`config.mk`:
```
export PLATFORM = sky130hd
export DESIGN_NAME = ex_seq_ctrl
export DESIGN_NICKNAME = d
export VERILOG_FILES = /design/src/rtl/ex_seq_ctrl.sv
export SDC_FILE = /design/constraint.sdc
export NUM_CORES = 1
export LEC_CHECK = 0
export ABC_AREA = 1
export ABC_CLOCK_PERIOD_IN_PS = 1500
export CAP_MARGIN = 20
export CORE_AREA = 2 2 59 61
export CTS_BUF_LIST = sky130_fd_sc_hd__clkbuf_16
export CTS_CLUSTER_DIAMETER = 120
export DETAILED_ROUTE_END_ITERATION = 6
export DIE_AREA = 0 0 61 63
export HOLD_SLACK_MARGIN = 0.02
export PLACE_DENSITY = 0.79
export SKIP_LAST_GASP = 1
export SYNTH_ARGS = -nofsm -noshare
export SYNTH_HDL_FRONTEND = slang
export SYNTH_SLANG_ARGS = --single-unit
```
`constraint.sdc`:
```
create_clock -name clk -period 1.5 [get_ports clk]
set_clock_uncertainty 0.05 [all_clocks]
set_input_delay 0.3 -clock clk [delete_from_list [all_inputs] [get_ports clk]]
set_output_delay 0.3 -clock clk [all_outputs]
set_load 0.005 [all_outputs]
```
`src/rtl/ex_seq_ctrl.sv`:
```
// EX-stage sequencer: scalar ops complete in one cycle, matrix ops are issued as NGRP lane groups.
// Optional performance counters are built when EX_SEQ_PERF_EN is defined.
module ex_seq_ctrl #(
    parameter  int unsigned LANES         = 16,
    parameter  int unsigned LANES_PER_CYC = 4,
    localparam int unsigned NGRP          = LANES / LANES_PER_CYC,
    localparam int unsigned GW            = (NGRP > 1) ? $clog2(NGRP) : 1
) (
    input  logic             clk,
    input  logic             rst,
    input  logic             flush,
    input  logic             ID_valid,
    input  logic             ID_multi,
    output logic             ready,
    input  logic             ME_ready,
    output logic             valid,
    output logic             busy,
    output logic [GW-1:0]    grp_idx,
    output logic [LANES-1:0] lane_mask,
    output logic             res_we,
    output logic [NGRP-1:0]  grp_we,
    output logic [31:0]      perf_busy,
    output logic [31:0]      perf_stall
);

    typedef enum logic {IDLE, BUSY} state_t;

    localparam logic [LANES-1:0] GRP_ONES = {LANES{1'b1}} >> (LANES - LANES_PER_CYC);
    localparam logic [GW-1:0]    LAST_GRP = GW'(NGRP - 1);

    state_t        state, state_next;
    logic [GW-1:0] grp, grp_next;
    logic          valid_next;

    always_ff @(posedge clk) begin
        if (rst) begin
            state <= IDLE;
            grp   <= '0;
            valid <= 1'b0;
        end else begin
            state <= state_next;
            grp   <= grp_next;
            valid <= valid_next;
        end
    end

    always_comb begin
        state_next = state;
        grp_next   = grp;
        valid_next = valid;
        ready      = 1'b0;
        res_we     = 1'b0;
        grp_we     = '0;
        lane_mask  = '0;
        if (flush) begin
            state_next = IDLE;
            grp_next   = '0;
            valid_next = 1'b0;
        end else begin
            unique case (state)
                IDLE: begin
                    ready = ME_ready | !valid;
                    if (ID_valid && ready) begin
                        if (ID_multi) begin
                            state_next = BUSY;
                            grp_next   = '0;
                            valid_next = 1'b0;
                        end else begin
                            res_we     = 1'b1;
                            valid_next = 1'b1;
                        end
                    end else begin
                        valid_next = valid & !ME_ready;
                    end
                end
                BUSY: begin
                    lane_mask = GRP_ONES << (grp * LANES_PER_CYC);
                    grp_we    = NGRP'(1) << grp;
                    if (grp == LAST_GRP) begin
                        state_next = IDLE;
                        grp_next   = '0;
                        valid_next = 1'b1;
                    end else begin
                        grp_next = grp + GW'(1);
                    end
                end
            endcase
        end
        // reset outranks flush and suppresses every strobe, including a pending group write
        if (rst) begin
            ready     = 1'b0;
            res_we    = 1'b0;
            grp_we    = '0;
            lane_mask = '0;
        end
    end

    assign busy    = (state == BUSY);
    assign grp_idx = grp;

`ifdef EX_SEQ_PERF_EN
    logic [31:0] busy_cnt, stall_cnt;

    // cleared by reset only; flush leaves the history intact
    always_ff @(posedge clk) begin
        if (rst) begin
            busy_cnt  <= '0;
            stall_cnt <= '0;
        end else begin
            if (busy)
                busy_cnt <= busy_cnt + 32'd1;
            if (valid && !ME_ready)
                stall_cnt <= stall_cnt + 32'd1;
        end
    end

    assign perf_busy  = busy_cnt;
    assign perf_stall = stall_cnt;
`else
    assign perf_busy  = '0;
    assign perf_stall = '0;
`endif

endmodule

```
==> metrics.cfg <==
[status]
status=complete, no violations

[routing]
antenna_left=0
routed_wl_um=1590
wl_per_cell_um=7.74
drt_pass1_iterations=4
avgViaCountPerCell=3.11
drc_errors=0
first_iter_violations=18
num_vias=641

[place]
hpwl_um=1100
dpl.cell_count=199
dp_slack_ns=-0.669
io_buffers=31
routabilityCongestion=0.802

[synthesis]
ys_types=15
synth_top_area_cell=buf_4
syn_avg_cell_area_um2=7.13
synth_common_cells=80 x buf_4, 11 x nand2_1, 9 x nor2_1
async_flop_share_pct=0
synth_edf_count=0
yosysTopAreaCellShare_pct=66.9
yosys_warnings=0
dominantRegCellSynth=dfxtp_1
synth_area_leaders=buf_4 67%, dfxtp_1 8.9%, ha_1 5.6%
synth_area_um2=898
synth_seq_cells=4
seq_area_frac_synth_pct=8.91
syn_inst=126
yosysMostFrequentCell=buf_4

[worst_setup_path]
crit_type=flip-flop to output port
critPathSlowestCell=clkdlybuf4s50_1
slowest_delay_ns=0.52
critPathTopFamily=buffers and inverters
crit_start=grp_idx[0]$_SDFFE_PP0P_
r2r_setup_slack_ns=0.30
required_ns=1.15
worst-path-max-fanout=5
critPathArrivalTime_ns=1.13
cp.depth=1
reg2reg_depth=8
worstPathCellList=clkdlybuf4s50_1
timing.rr.end=valid$_SDFFE_PP0P_
critical_path.endpoint=grp_idx[0]
crit_buf_inv=1
regToRegStartpoint=valid$_SDFFE_PP0P_
cp-start-kind=flip-flop
crit_path_end_kind=output port

[sta]
rsz0062_at_grt=yes
slew_viol_final=0
post-route-period-util_pct=98.4
setup_slack_ns=0.0245
finalSetupViolations=0
fin_crit_ns=1.48
fmax_ghz=0.678
fin_tns_setup_ns=0
finalHoldViolCount=0

[floorplanning]
initial_core_util_pct=27.8
die_y_um=63
core.rowCount=21
io_pins=96
die_w_um=61
dieArea_um2=3840
core_area_um2=3230

[worst_hold_path]
hp-class=input port to flip-flop

[clock_tree]
path_clk_slew_ns=0.03
cts_tree=yes
htree_levels=1
insertion_delay_ns=0.23
cts_max_path_buffers=2
ctsHoldBuffers=0
cts_sinks=4
cts_buffers=3
root_buffer=clkbuf_16

[layout]
antenna_cells=0
final_util_pct=33.6
fin_cells=206
fin_nets=172
area_growth_pct=21.0
drive_gt1_share_pct=42.5
layout.area.seq_um2=88.8
fill_cells=351
multiInputGateArea_um2=497

[global_routing]
grt_antenna_before_repair=0
grt_usage_pct=7.30
grt_overflow=0
grt_max_degree=6
grt_pass1_wl_um=1990
grt_pass1_vias=486

[power_and_ir_drop]
vdd_ir_drop_max_mv=0.274
p_leak_nw=0.654
power_density_nw_per_um2=602
total_power_mw=0.655

[flow_run]
cap_violations=0

==> area by class of cell <==
| type | instances | share of cell area [%] |
|---|---|---|
| inverters | 8 | 2.99 |
| multi-input cells | 97 | 45.7 |
| clock buffers | 3 | 6.90 |
| flip-flops and latches | 4 | 8.17 |
| well taps | 46 | 5.29 |
| repair buffers | 48 | 31.0 |
==> state kept, by name (all words and copies together), names as in the netlist <==
| name | flops |
|---|---|
| busy | 1 |
| grp_idx | 2 |
| valid | 1 |
==> worst min-delay path by stage <==
| stage | startpoint | to | cells after the start |
|---|---|---|---|
| finish | ID_valid | busy$_SDFF_PP0_ | 3 |
| detailed placement | valid$_SDFFE_PP0P_ | valid$_SDFFE_PP0P_ | 4 |
| global placement | valid$_SDFFE_PP0P_ | valid$_SDFFE_PP0P_ | 4 |
| CTS | grp_idx[0]$_SDFFE_PP0P_ | grp_idx[0]$_SDFFE_PP0P_ | 2 |
| global route | ID_valid | busy$_SDFF_PP0_ | 3 |
| floorplan | flush | busy$_SDFF_PP0_ | 3 |
==> power breakdown <==
part / leakage (nW) / switching (mW) / total (mW) / internal, mW
Clock: 0.0370 / 0.0830 / 0.424 / 0.341
Combinational: 0.583 / 0.0748 / 0.121 / 0.0460
Sequential: 0.0345 / 0.00282 / 0.110 / 0.107
==> tightest hold or removal path: stages <==
cell	delay (ns)
dlymetal6s2s_1	0.14
nand3_1	0.15
a21oi_1	0.09
==> through the flow <==
step	instance area, um2	hold slack (ns)
finish	1090	0.441
global route	1090	0.463
CTS	1090	0.529
detailed placement	1000	0.536
global placement	1000	0.526
floorplan	1130	0.401
==> routing by layer <==
layer  wire length [um]  track usage (%)  part of all wire [%]  vias to the layer above
li1                   -                -                     -                      302
met1                479             4.83                    30                      279
met2                887             14.5                    56                       56
met3                190             1.24                    12                        4
met4                 36             7.34                   2.3                        0
met5                  0                0                     0                        -
==> cell families after synthesis <==
kind of cell | synth area share (%)
buffers and inverters | 70.2
AND/OR/NAND/NOR | 13.2
adder cells (fa/ha/maj) | 5.57
flip-flops | 8.91
AO/OA/AOI/OAI | 1.67
other | 0.417
==> cell usage in the layout (no fill, tap or decap), types with 2 or more instances in the layout <==
cell              n
nand2_1           7
buf_6             3
ha_4              2
dlygate4sd2_1     2
buf_2            20
dfxtp_4           2
nor2_4            5
buf_4            15
conb_1           64
nor2_1            5
clkbuf_16         3
inv_2             6
nand2_2           4
nand3_1           2
clkdlybuf4s50_1   4
a21oi_1           2
clkbuf_2          2
==> what timing repair did <==
item | CTS | global route
setup endpoints to repair | 23 | 13
pin swaps | 9 | 3
gates resized for setup | 120 | 8
setup buffers | 4 | 1
Power figures use the tool's default switching activity.
==> variant (same settings) <==
The parameter `LANES_PER_CYC` goes from 4 to 8.
--- a/src/rtl/ex_seq_ctrl.sv
+++ b/src/rtl/ex_seq_ctrl.sv
@@ -4,3 +4,3 @@
     parameter  int unsigned LANES         = 16,
-    parameter  int unsigned LANES_PER_CYC = 4,
+    parameter  int unsigned LANES_PER_CYC = 8,
     localparam int unsigned NGRP          = LANES / LANES_PER_CYC,
Interface: changed (resized grp_idx and grp_we); port bits go from 96 to 93. No check against the original RTL was run, so the function may have changed too.
==> variant against the unedited design <==
The run now ends with setup timing left; area after synthesis shrank 13%; setup slack got worse by 0.060 ns; critical endpoint is now lane_mask[8]; power shrank 4.8%; sequential cell count down 1; critical path depth rose by 5; cell area down 7.1%; via count decreased by 12%; wire length fell by 13%.
==> variant: results (changes against the unedited design) <==
[synth]
synth_common_cells = buf_4, inv_1, nand2_1
synthArstFlopShare = 0  ; unchanged
synth_ff_type = dfxtp_1
synth_top_cells_by_area = buf_4, dfxtp_1, inv_1
seq_area_frac_synth = 0.0772  ; -0.0120
synth_cell_types = 13  ; -2
yosysWarningCount = 0  ; unchanged

[clock_tree]
cts_buffers = 3  ; unchanged
clockBufferDepth = 2  ; unchanged
worstSkewPairLatency_ns = 0.23  ; about the same
h-tree-depth = 1  ; unchanged
root_buffer = clkbuf_16
clk_pin_slew_worst_paths_ns = 0.03  ; about the same

[setup_path]
rrSetupSlack_ns = 0.39  ; +0.09 ns
arrival_ns = 1.19  ; +0.06 ns
cp_max_fo = 3  ; -2

[routing]
wire_per_inst_um = 7.33  ; -5.3%
dr.first_iter.drc_count = 21  ; +3
drt-vias-per-instance = 2.96  ; -4.9%
dr.pass1.iters = 4  ; unchanged

[hold_path]
hp-class = in2reg

[finish]
diodes = 0  ; unchanged
nets = 151  ; -12%
layout-drive-gt1-share = 0.396  ; -0.0292
nFillCells = 360  ; +2.6%

[timing]
slew_viol_final = 0  ; unchanged
final.setup.worst_slack_ns = -0.0354  ; -0.0598 ns
setup_viol = 2  ; +2

[global_routing]
grt_usage = 0.0624  ; -0.0106
met2_usage = 0.124  ; -0.0215
antenna_found_initial = 0  ; unchanged
grt_first_pass_wirelength_um = 1690  ; -15%
use_met1 = 0.0395  ; -0.00881
grt_max_degree = 5  ; -1
grt_pass1_vias = 413  ; -15%
gr-usage-met3 = 0.00621  ; -0.00621

[pwr]
p_leak_uw = 0.000621  ; -5.0%
sw_frac_of_total = 0.244  ; -0.000867
p_clk_frac = 0.677  ; +0.029
ir_worst_vdd_mv = 0.271  ; -1.4%
p_seq_frac = 0.138  ; -0.030
seq_cell_power_uw = 86.2  ; -22%

[run_status]
violations = setup timing
outcome = complete, but fails checks

[placement]
gp_congestion = 0.715  ; -11%
dp_hpwl_um = 921  ; -17%
portBuffers = 28  ; -9.7%

[variant: metal layers]
metal  wire, um  vias up  part of all wire
met5          0        -                 0
met4         74        0             0.053
met3        188        7              0.13
met2        823       55              0.59
met1        306      245              0.22
li1           -      255                 -
[variant: kinds of logic (layout without fill, tap and decap cells)]
group,count (synthesis),in the layout,share of synthesized area
flops,3,3,0.0772
simple gates,15,15,0.0932
other cells,1,64,0.00482
compound gates,3,3,0.0193
buf+inv,87,59,0.805
[variant: layout make-up]
type                       instances  area share
clock inverter                     1     0.00372
clock buffer                       3      0.0743
inverter                           7      0.0310
tap                               46      0.0570
multi-input combinational         82       0.369
timing repair buffer              47       0.392
sequential                         3      0.0657
timing repair inverter             1     0.00743
[variant: what timing repair did]
action	4_1_cts	5_1_grt
pin swaps	5	3
setup endpoints to repair	20	17
gates cloned	2	0
setup buffers	11	3
hold buffers	0	0
resized for setup	99	13
[variant: worst paths after layout]
| check | from | endpoint | cells after the start |
|---|---|---|---|
| min | rst | grp_idx | 7 |
| max | grp_idx | lane_mask[8] | 6 |
| max reg2reg | grp_idx | valid | 7 |
| min reg2reg | valid | valid | 3 |
[variant: through the flow]
step	area [um^2]	hold slack, ns	cells	TNS (ns)	setup slack [ns]
floorplan	1020	0.401	172	0	0.114
global placement	825	0.525	175	-11.51	-0.621
detailed placement	825	0.525	175	-11.71	-0.641
CTS	1010	0.449	192	-0.216	-0.0459
global route	1010	0.541	190	-0.204	-0.0831
finish	1010	0.502	190	-0.0698	-0.0354
[variant: critical path, cell delays in order, from the launching register on]
cell and delay, ns:
dfxtp_2 0.34, inv_4 0.05, nor3_4 0.17, buf_4 0.14, buf_6 0.09, buf_6 0.09
buf_6 0.08
